--- src/rtl/mem_stage.sv ---
// Pipeline MEM stage: issues loads/stores on the dmem bus, steers and extends load data.
// Latency: 1 cycle for non-memory ops; memory ops complete after gnt (stores) or rvalid (loads).
// Backpressure: stall_o holds upstream while an access is outstanding; aborts after DMEM_TIMEOUT.
// Ports: clk_i/rst_i; EX-MEM register inputs (pc, instr, operation, rd port, store enable,
//        address, store data, stall marker); dmem master interface; stall_o; MEM-WB register
//        outputs (pc, instr, operation, rd port) and the misaligned_o / bus_err_o event pulses.

package riscv_pkg;
    localparam int XLEN = 32;

    typedef enum logic [5:0] {
        UNKNOWN = 6'd0,
        ADD, SUB, ADDI, LUI,
        LB, LH, LW, LBU, LHU,
        SB, SH, SW,
        BEQ, JAL
    } operation_e;

    typedef struct packed {
        logic [4:0]      addr;
        logic [XLEN-1:0] data;
        logic            valid;
    } rd_port_t;
endpackage

module mem_stage
    import riscv_pkg::*;
#(
    parameter int DMEM_TIMEOUT = 255
) (
    input  logic            clk_i,
    input  logic            rst_i,
    input  logic [XLEN-1:0] pcM_i,
    input  logic [XLEN-1:0] instrM_i,
    input  operation_e      operationM_i,
    input  rd_port_t        rdM_port_i,
    input  logic            memM_wrt_ena_i,
    input  logic [XLEN-1:0] memM_addr_i,
    input  logic [XLEN-1:0] memM_wrt_data_i,
    input  logic            stallM_i,
    mem_stage_if.master     dmem,
    output logic            stall_o,
    output logic [XLEN-1:0] pcM_o,
    output logic [XLEN-1:0] instrM_o,
    output operation_e      operationM_o,
    output rd_port_t        rdM_port_o,
    output logic            misaligned_o,
    output logic            bus_err_o
);

    typedef enum logic [1:0] {
        IDLE,
        WAIT_GNT,
        WAIT_RVALID
    } state_e;

    localparam logic [7:0] TIMEOUT_C = 8'(DMEM_TIMEOUT);

    state_e          state_q, state_d;
    logic [7:0]      cnt_q, cnt_d;
    logic [XLEN-1:0] pc_q, instr_q;
    operation_e      op_q;
    rd_port_t        rd_q, rd_d;
    logic            misaligned_q, bus_err_q;

    // ------------------------------------------------------------------
    // Operation decode
    // ------------------------------------------------------------------
    logic is_load, is_store, is_half, is_word;
    logic access_vld, misalign, start, mis_evt;

    assign is_load  = operationM_i inside {LB, LH, LW, LBU, LHU};
    assign is_store = operationM_i inside {SB, SH, SW};
    assign is_half  = operationM_i inside {LH, LHU, SH};
    assign is_word  = operationM_i inside {LW, SW};

    assign access_vld = !stallM_i && ((is_load && rdM_port_i.valid) ||
                                      (is_store && memM_wrt_ena_i));
    assign misalign   = (is_half && memM_addr_i[0]) ||
                        (is_word && (memM_addr_i[1:0] != 2'b00));

    // Only IDLE can accept a new access; in the wait states the same op is being serviced.
    assign start   = (state_q == IDLE) && access_vld && !misalign;
    assign mis_evt = (state_q == IDLE) && access_vld && misalign;

    // ------------------------------------------------------------------
    // Byte lanes
    // ------------------------------------------------------------------
    logic [3:0]      be_c;
    logic [XLEN-1:0] wdata_c;
    logic [7:0]      ld_byte;
    logic [15:0]     ld_half;
    logic [XLEN-1:0] ld_ext;

    always_comb begin
        be_c    = 4'b1111;
        wdata_c = memM_wrt_data_i;
        if (operationM_i inside {SB, LB, LBU}) begin
            be_c    = 4'b0001 << memM_addr_i[1:0];
            wdata_c = {4{memM_wrt_data_i[7:0]}};
        end else if (is_half) begin
            be_c    = 4'b0011 << memM_addr_i[1:0];
            wdata_c = {2{memM_wrt_data_i[15:0]}};
        end
    end

    // Upstream holds its inputs while stalled, so the address is still valid when rvalid arrives.
    assign ld_byte = dmem.rdata[{memM_addr_i[1:0], 3'b000} +: 8];
    assign ld_half = dmem.rdata[{memM_addr_i[1], 4'b0000} +: 16];

    always_comb begin
        ld_ext = dmem.rdata;
        case (operationM_i)
            LB:      ld_ext = {{24{ld_byte[7]}}, ld_byte};
            LBU:     ld_ext = {24'h0, ld_byte};
            LH:      ld_ext = {{16{ld_half[15]}}, ld_half};
            LHU:     ld_ext = {16'h0, ld_half};
            default: ld_ext = dmem.rdata;
        endcase
    end

    // ------------------------------------------------------------------
    // Access FSM
    // ------------------------------------------------------------------
    logic req_c, stall_c, load_done, abort;

    always_comb begin
        state_d   = state_q;
        req_c     = 1'b0;
        stall_c   = 1'b0;
        load_done = 1'b0;
        abort     = 1'b0;
        case (state_q)
            IDLE: begin
                if (start) begin
                    req_c = 1'b1;
                    if (dmem.gnt) begin
                        // A granted store is finished; only loads keep the pipe held.
                        if (is_load) begin
                            stall_c = 1'b1;
                            state_d = WAIT_RVALID;
                        end
                    end else begin
                        stall_c = 1'b1;
                        state_d = WAIT_GNT;
                    end
                end
            end
            WAIT_GNT: begin
                if (cnt_q == TIMEOUT_C) begin
                    abort   = 1'b1;
                    state_d = IDLE;
                end else begin
                    req_c = 1'b1;
                    if (dmem.gnt) begin
                        if (is_load) begin
                            stall_c = 1'b1;
                            state_d = WAIT_RVALID;
                        end else begin
                            state_d = IDLE;
                        end
                    end else begin
                        stall_c = 1'b1;
                    end
                end
            end
            WAIT_RVALID: begin
                if (cnt_q == TIMEOUT_C) begin
                    abort   = 1'b1;
                    state_d = IDLE;
                end else if (dmem.rvalid) begin
                    load_done = 1'b1;
                    state_d   = IDLE;
                end else begin
                    stall_c = 1'b1;
                end
            end
            default: state_d = IDLE;
        endcase

        // Counter restarts on every state change and only advances while waiting.
        cnt_d = cnt_q;
        if (state_d != state_q) begin
            cnt_d = 8'd0;
        end else if (state_q != IDLE) begin
            cnt_d = cnt_q + 8'd1;
        end
    end

    // Gating with rst_i drops the request in the very cycle reset is raised, even though
    // the upstream may still present a memory op to the (already reset) IDLE state.
    assign dmem.req   = req_c && !rst_i;
    assign stall_o    = stall_c && !rst_i;
    assign dmem.we    = dmem.req && is_store;
    assign dmem.addr  = dmem.req ? {memM_addr_i[XLEN-1:2], 2'b00} : '0;
    assign dmem.be    = dmem.req ? be_c : 4'b0000;
    assign dmem.wdata = dmem.req ? wdata_c : '0;

    // ------------------------------------------------------------------
    // MEM-WB register
    // ------------------------------------------------------------------
    always_comb begin
        rd_d = rdM_port_i;
        if (load_done) begin
            rd_d.data  = ld_ext;
            rd_d.valid = 1'b1;
        end else if (is_store || mis_evt || abort) begin
            rd_d.valid = 1'b0;
        end
    end

    always_ff @(posedge clk_i or posedge rst_i) begin
        if (rst_i) begin
            state_q      <= IDLE;
            cnt_q        <= 8'd0;
            pc_q         <= '0;
            instr_q      <= '0;
            op_q         <= UNKNOWN;
            rd_q         <= '0;
            misaligned_q <= 1'b0;
            bus_err_q    <= 1'b0;
        end else begin
            state_q      <= state_d;
            cnt_q        <= cnt_d;
            misaligned_q <= mis_evt;
            bus_err_q    <= abort;
            if (stall_o) begin
                // Op still in flight: hand WB a bubble.
                pc_q    <= '0;
                instr_q <= '0;
                op_q    <= UNKNOWN;
                rd_q    <= '0;
            end else begin
                pc_q    <= pcM_i;
                instr_q <= instrM_i;
                op_q    <= operationM_i;
                rd_q    <= rd_d;
            end
        end
    end

    assign pcM_o        = pc_q;
    assign instrM_o     = instr_q;
    assign operationM_o = op_q;
    assign rdM_port_o   = rd_q;
    assign misaligned_o = misaligned_q;
    assign bus_err_o    = bus_err_q;

endmodule

--- src/rtl/mem_stage_if.sv ---
// Data-memory bus between the MEM stage (master) and data memory (slave).
// Latency: none, this is a plain signal bundle.
// Backpressure: req is held until gnt; load data returns on rvalid one or more cycles after gnt.
// Signals: req/we/addr/be/wdata from master; gnt/rvalid/rdata from slave.
interface mem_stage_if #(
    parameter int XLEN = 32
) ();
    logic            req;
    logic            we;
    logic [XLEN-1:0] addr;
    logic [3:0]      be;
    logic [XLEN-1:0] wdata;
    logic            gnt;
    logic            rvalid;
    logic [XLEN-1:0] rdata;

    modport master (
        output req, we, addr, be, wdata,
        input  gnt, rvalid, rdata
    );

    modport slave (
        input  req, we, addr, be, wdata,
        output gnt, rvalid, rdata
    );
endinterface

--- src/flat_wrapper.sv ---
// flat-port wrapper written by rule: the top's interface ports become plain ports
module mem_stage_flat import riscv_pkg::*;
#(
    parameter int DMEM_TIMEOUT = 255
)
  (clk_i, rst_i, pcM_i, instrM_i, operationM_i, rdM_port_i, memM_wrt_ena_i, memM_addr_i, memM_wrt_data_i, stallM_i, stall_o, pcM_o, instrM_o, operationM_o, rdM_port_o, misaligned_o, bus_err_o, dmem_req, dmem_we, dmem_addr, dmem_be, dmem_wdata, dmem_gnt, dmem_rvalid, dmem_rdata);
  mem_stage_if dmem_i ();
  input  logic clk_i;
  input  logic rst_i;
  input  logic [XLEN-1:0] pcM_i;
  input  logic [XLEN-1:0] instrM_i;
  input  operation_e operationM_i;
  input  rd_port_t rdM_port_i;
  input  logic memM_wrt_ena_i;
  input  logic [XLEN-1:0] memM_addr_i;
  input  logic [XLEN-1:0] memM_wrt_data_i;
  input  logic stallM_i;
  output logic stall_o;
  output logic [XLEN-1:0] pcM_o;
  output logic [XLEN-1:0] instrM_o;
  output operation_e operationM_o;
  output rd_port_t rdM_port_o;
  output logic misaligned_o;
  output logic bus_err_o;
  output wire logic [$bits(dmem_i.req)-1:0] dmem_req;
  output wire logic [$bits(dmem_i.we)-1:0] dmem_we;
  output wire logic [$bits(dmem_i.addr)-1:0] dmem_addr;
  output wire logic [$bits(dmem_i.be)-1:0] dmem_be;
  output wire logic [$bits(dmem_i.wdata)-1:0] dmem_wdata;
  input wire logic [$bits(dmem_i.gnt)-1:0] dmem_gnt;
  input wire logic [$bits(dmem_i.rvalid)-1:0] dmem_rvalid;
  input wire logic [$bits(dmem_i.rdata)-1:0] dmem_rdata;
  assign dmem_req = dmem_i.req;
  assign dmem_we = dmem_i.we;
  assign dmem_addr = dmem_i.addr;
  assign dmem_be = dmem_i.be;
  assign dmem_wdata = dmem_i.wdata;
  assign dmem_i.gnt = dmem_gnt;
  assign dmem_i.rvalid = dmem_rvalid;
  assign dmem_i.rdata = dmem_rdata;
  mem_stage #(.DMEM_TIMEOUT(DMEM_TIMEOUT)) u_core (.clk_i(clk_i), .rst_i(rst_i), .pcM_i(pcM_i), .instrM_i(instrM_i), .operationM_i(operationM_i), .rdM_port_i(rdM_port_i), .memM_wrt_ena_i(memM_wrt_ena_i), .memM_addr_i(memM_addr_i), .memM_wrt_data_i(memM_wrt_data_i), .stallM_i(stallM_i), .dmem(dmem_i), .stall_o(stall_o), .pcM_o(pcM_o), .instrM_o(instrM_o), .operationM_o(operationM_o), .rdM_port_o(rdM_port_o), .misaligned_o(misaligned_o), .bus_err_o(bus_err_o));
endmodule
--- config.mk ---
export PLATFORM = sky130hd
export DESIGN_NAME = mem_stage_flat
export DESIGN_NICKNAME = d
export VERILOG_FILES = /design/src/rtl/mem_stage.sv /design/src/rtl/mem_stage_if.sv /design/src/flat_wrapper.sv
export SDC_FILE = /design/constraint.sdc
export NUM_CORES = 1
export LEC_CHECK = 0
export BUFFER_PORTS_ARGS = -buffer_cell sky130_fd_sc_hd__buf_2
export CAP_MARGIN = 10
export CORE_AREA = 2 2 151 153
export DETAILED_ROUTE_END_ITERATION = 16
export DIE_AREA = 0 0 153 155
export PLACE_DENSITY = 0.54
export SLEW_MARGIN = 0
export SYNTH_ARGS = -nofsm -noshare
export SYNTH_HDL_FRONTEND = slang
export SYNTH_SLANG_ARGS = --single-unit
--- constraint.sdc ---
create_clock -name clk_i -period 13.51 [get_ports clk_i]
set_clock_uncertainty 0.2 [all_clocks]
set_input_delay 2.702 -clock clk_i [delete_from_list [all_inputs] [get_ports clk_i]]
set_output_delay 2.702 -clock clk_i [all_outputs]
set_load 0.02 [all_outputs]
# Word level (Yosys, flattened, before mapping)

Cells that the tools add are included.

Bits in registers: 120
Input port bits: 210
Output and inout port bits: 181
Word-level logic and storage cells: 96

$add $sub $neg: 1
Equal/unequal tests: 12
Shift-type cells: 4
Muxes and demuxes: 41
Reductions and logical operators: 28

Operators with widths:

| operator                                                               | count |
|---|---|
| 32-bit 2-to-1 mux                                                      | 7 |
| 32-bit case mux with 4 select lines                                    | 1 |
| 38-bit 2-to-1 mux                                                      | 1 |
| 32-bit by 6-bit variable part select with 16-bit output                | 1 |
| 32-bit by 6-bit variable part select with 8-bit output                 | 1 |
| 6-bit by 4-bit equality test with 1-bit output (second input constant) | 5 |
| 6-bit by 3-bit equality test with 1-bit output (second input constant) | 3 |
| 2-bit 2-to-1 mux                                                       | 8 |
| 8-bit 2-to-1 mux                                                       | 2 |
| 1-bit 2-to-1 mux                                                       | 15 |
| 4-bit 2-to-1 mux                                                       | 3 |
| 1-bit logical AND                                                      | 11 |
| 3-bit nonzero test                                                     | 3 |
| 8-bit by 1-bit adder with 8-bit output (second input constant)         | 1 |
| 8-bit equality test (second input constant)                            | 1 |
| 2-bit nonzero test                                                     | 4 |
| 6-bit 2-to-1 mux                                                       | 1 |
| 2-bit case mux with 3 select lines                                     | 1 |
| 5-bit nonzero test                                                     | 1 |
| 1-bit logical OR                                                       | 4 |
| 1-bit by 2-bit << shifter with 4-bit output (first input constant)     | 1 |
| 2-bit by 2-bit << shifter with 4-bit output (first input constant)     | 1 |
| 1-bit zero test                                                        | 3 |
| 1-bit case mux with 3 select lines                                     | 1 |
| other kinds (6)                                                        | 6 |

# Logic depth before layout (Yosys ltp)

Depth in word-level cells: 12
Gate-level depth with buffers: 11
Depth with buffers taken out: 8

# Worst setup path before layout

OpenSTA, ideal clock, no wires.

Kind: input to output
Start: input port rst_i
End: output port stall_o
Arrival time: 6,343 ps
Data required time: 10,608 ps
Slack: 4,265 ps
Stages: 7
Buffers on the path: 2
Cell sequence: inv_1 -> o211ai_1 -> a311oi_1 -> o21ba_2 -> buf_6 -> inv_4 -> buf_4

Word-level cells in the longest chain between the ends: 2

RTL lines:

| element           | RTL line           | source |
|---|---|---|
| from (decl)       | flat_wrapper.sv:9  | `input logic rst_i;` |
| 1-bit zero test   | mem_stage.sv:193   | `assign stall_o = stall_c && !rst_i;` |
| 1-bit logical AND | mem_stage.sv:193   |  |
| to (decl)         | flat_wrapper.sv:18 | `output logic stall_o;` |

No other way between the ends.

# Final worst setup path

Start: input port operationM_i[5]
End: output port dmem_addr[2]

Word-level cells in the longest chain between the ends: 11
Elaborated cells on any way between the ends: 26
Classes of those cells: eq/ne (8); mux (3); reduce/logical (15)

RTL lines:

| element                                                                | RTL line                         | source |
|---|---|---|
| from (decl)                                                            | flat_wrapper.sv:12               | `input operation_e operationM_i;` |
| 6-bit by 3-bit equality test with 1-bit output (tied with other cells) | mem_stage.sv:72                  | `assign is_load = operationM_i inside {LB, LH, LW, LBU, LHU};` |
| 5-bit nonzero test or 3-bit nonzero test (tied branches)               | mem_stage.sv:72, mem_stage.sv:73 |  |
| 1-bit logical AND (on tied branches)                                   | mem_stage.sv:77, mem_stage.sv:78 |  |
| 1-bit logical OR                                                       | mem_stage.sv:77                  | `assign access_vld = !stallM_i && ((is_load && rdM_port_i.valid) \|\|` |
| 1-bit logical AND                                                      | mem_stage.sv:77                  |  |
| 1-bit logical AND                                                      | mem_stage.sv:83                  | `assign start = (state_q == IDLE) && access_vld && !misalign;` |
| 1-bit logical AND (*)                                                  | mem_stage.sv:83                  |  |
| 1-bit 2-to-1 mux (*)                                                   | mem_stage.sv:135                 | `if (start) begin` |
| 1-bit case mux with 2 select lines (*)                                 | mem_stage.sv:133                 | `case (state_q)` |
| 1-bit logical AND (*)                                                  | mem_stage.sv:192                 | `assign dmem.req = req_c && !rst_i;` |
| 32-bit 2-to-1 mux (*)                                                  | mem_stage.sv:195                 | `assign dmem.addr = dmem.req ? {memM_addr_i[XLEN-1:2], 2'b00} : '0;` |
| to (decl)                                                              | flat_wrapper.sv:27               | `output wire logic [$bits(dmem_i.addr)-1:0] dmem_addr;` |

Every way passes the cells marked *; elsewhere a longest branch is shown, timed or not.

==> metrics <==
status complete, no violations; io pins between 300 and 400; Longest Clk Path Bufs 2; synth-to-layout area growth 42.3%; synthesized area per cell slightly below 10 µm²; antenna violations before repair 2; Slew @ Worst Pin ~1.0 ns; DR vias just over 6k; switching pwr approximately 0.00042 W; overall power about 0.0012 W; Critical Path End Type output pin; flop2flop setup slack slightly above 10 ns; cells after synthesis ~650; Synth top area share a little under half; Final min period 8.94 ns; Clk network pwr share 36.4%; Max VDD drop just under 80 µV; # DRC 0; fillers between 2k and 2.5k; Final Max Tran Viols 0; setup_tns 0 ns; reg2reg end u_core.rdM_port_o[8]; Critical Path AT 6.04 ns; FP Rows 55; Most used DFF post-synth dfrtp_1; die area roughly 0.024 mm²; CP Max Fanout 40; fmax 112 MHz; Die H approximately 160 µm; Root Driver clkbuf_16; Pwr Density ~140 mW/mm²; gr usage total between 10% and 20%; Int Pwr about 0.00082 W; top-count cell post-synth dfrtp_1; antenna violation net count after detailed routing 0; worst min path class reg -> reg; TritonCTS clock tree built; met2 usage 34.1%; H-tree levels 4; GP Congestion ~0.90; synth cell count leaders dfrtp_1, and2_1, nor2_1; Pre-Repair DR Iteration Count 4; Resized Gates After CTS 0; worst-skew pair later-pin latency approximately 0.42 ns; sequential cell area roughly 0.0030 mm²; netlist area before placement ~0.0063 mm²; Yosys top cell by area dfrtp_1; Setup CP Type in -> out; multi-input logic area slightly above 0.003 mm²; WHS Path Cells 2; Startpoint Class input port; first-pass GRT wire length between 30000 and 40000 µm; r2r startpoint u_core.state_q[1]; final WL ~23000 µm; met1 usage between 20% and 30%; GRT overflow 0; Synth Register Bits 120; ys async rst share 100%; post-CTS setup buffers 0; GR peak layer met2; hold path endpoint u_core.cnt_q[7]; post-synthesis sequential area ratio 47.4%; IO Port Bufs between 300 and 400; final setup violation count 0; Via-to-Cell Ratio between 4 and 5; CTS Buf Count 17; Clock Sinks 120; Slew HR a little under a third; synth top area cells dfrtp_1, and2_1, nor2_1; Reg2Reg Depth 8; synth warn 0; Required @ worst endpoint ~11 ns; initial DRC count 414; Final #Nets between 1k and 1.5k; Yosys cell types between 60 and 70; layout cells sized above 1 between 40% and 50%; RSZ-0062 raised after global routing no; Worst-path clk slew about 0.060 ns; vias in the first global route 6196; pin count of the biggest net entering global routing 92; combinational power share between 20% and 30%; Post-synth EDFFs 0; met3 capacity usage during global routing 4.82%; DR WL/cell between 15 and 20 µm; Initial Util 28.5%; Max Cap Viol 0; Flop pwr share about a third; switching power share of the total 33.8%; hold-fix buffers at CTS 0; start point of the worst min-delay path u_core.cnt_q[7]; Post-DP HPWL ~18000 µm; placed inst area ~0.0084 mm²; leakage 4.64 nW; crit share post-route between 60% and 70%; post-route cell area 0.00902 mm²; DIE WIDTH ~150 µm; CORE AREA 0.0222 mm²; Final Hold Vio Count 0
==> critical path, stage by stage <==
cell	delay, ns
buf_2	0.13
nor2_1	0.51
o21a_1	0.53
a22oi_2	0.19
nand3_2	0.16
a21o_1	0.69
inv_1	0.62
and2_1	0.34
buf_2	0.16
==> state kept, by name, summed over array words and instances, names as in the netlist <==
signal	cells
u_core.rdM_port_o	38
u_core.instrM_o	32
u_core.pcM_o	32
u_core.cnt_q	8
u_core.operationM_o	6
u_core.state_q	2
u_core.bus_err_o	1
u_core.misaligned_o	1
==> placed cells by master (no fill, tap or decap), types with 4 or more instances in the layout <==
| cell | instances |
|---|---|
| a21oi_1 | 46 |
| inv_6 | 5 |
| nor4_1 | 8 |
| nand3_1 | 12 |
| a2bb2oi_1 | 6 |
| mux2i_1 | 8 |
| xor2_1 | 4 |
| dfrtp_1 | 120 |
| o2111a_1 | 14 |
| and2_1 | 115 |
| o21ai_1 | 4 |
| clkinv_4 | 4 |
| buf_2 | 388 |
| nor2b_1 | 5 |
| ha_1 | 9 |
| o21ai_0 | 23 |
| nor2_1 | 69 |
| mux2_2 | 9 |
| a2bb2oi_2 | 10 |
| a21o_1 | 8 |
| nand2_1 | 59 |
| inv_1 | 8 |
| clkbuf_16 | 17 |
==> per-stage QoR <==
stage               utilization (%)  cells  setup WS, ns  hold WS [ns]
finish                         40.6   1313          4.57         0.359
global route                   40.6   1313          4.07         0.406
CTS                            40.6   1311          4.52         0.362
detailed placement             37.9   1279          4.52         0.354
global placement               37.9   1279          4.63         0.355
floorplan                         -    648          4.27         0.326
==> worst max-delay path by stage <==
stage                    startpoint             to  slack [ns]  cells after the start
detailed placement  operationM_i[5]  dmem_addr[31]        4.52                      9
finish              operationM_i[5]   dmem_addr[2]        4.57                      9
global route        operationM_i[5]   dmem_addr[3]        4.07                      9
floorplan                     rst_i        stall_o        4.27                      7
CTS                 operationM_i[5]  dmem_addr[31]        4.52                      9
global placement    operationM_i[5]  dmem_addr[30]        4.63                      9
==> logic make-up (layout without fill, tap and decap cells) <==
logic type | count (synthesis) | after routing | synth area share (%)
buffers and inverters | 54 | 432 | 4.44
adders and majority gates | 9 | 9 | 1.78
and+or+nand+nor | 297 | 297 | 24.9
other | 1 | 4 | 0.0592
xor gates and xnor gates | 7 | 7 | 0.967
AOI/OAI and AO/OA | 141 | 141 | 17.2
muxes | 18 | 18 | 3.22
DFF | 120 | 120 | 47.4
==> power by group through the flow <==
stage | clock network (W) | logic [W] | registers, W
finish | 0.000453 | 0.000354 | 0.000438
global route | 0.000479 | 0.000383 | 0.000444
CTS | 0.000464 | 0.000358 | 0.000438
detailed placement | 0 | 0.000357 | 0.000444
global placement | 0 | 0.000355 | 0.000443
floorplan | 0 | 0.000158 | 0.000509
==> area by class of cell <==
| cell class | count | area share [%] |
|---|---|---|
| clock buffer | 17 | 4.72 |
| clock inverter | 15 | 1.85 |
| tap | 285 | 3.95 |
| sequential | 120 | 33.3 |
| multi-input combinational | 474 | 34.0 |
| timing repair buffer | 390 | 21.7 |
| antenna | 2 | 0.0555 |
| inverter | 10 | 0.472 |
==> metal layers <==
layer,up-vias,wire length [µm]
li1,2961,-
met1,2868,8880
met2,323,12000
met3,38,1740
met4,0,546
met5,-,0
(Power assumes the default switching activity.)
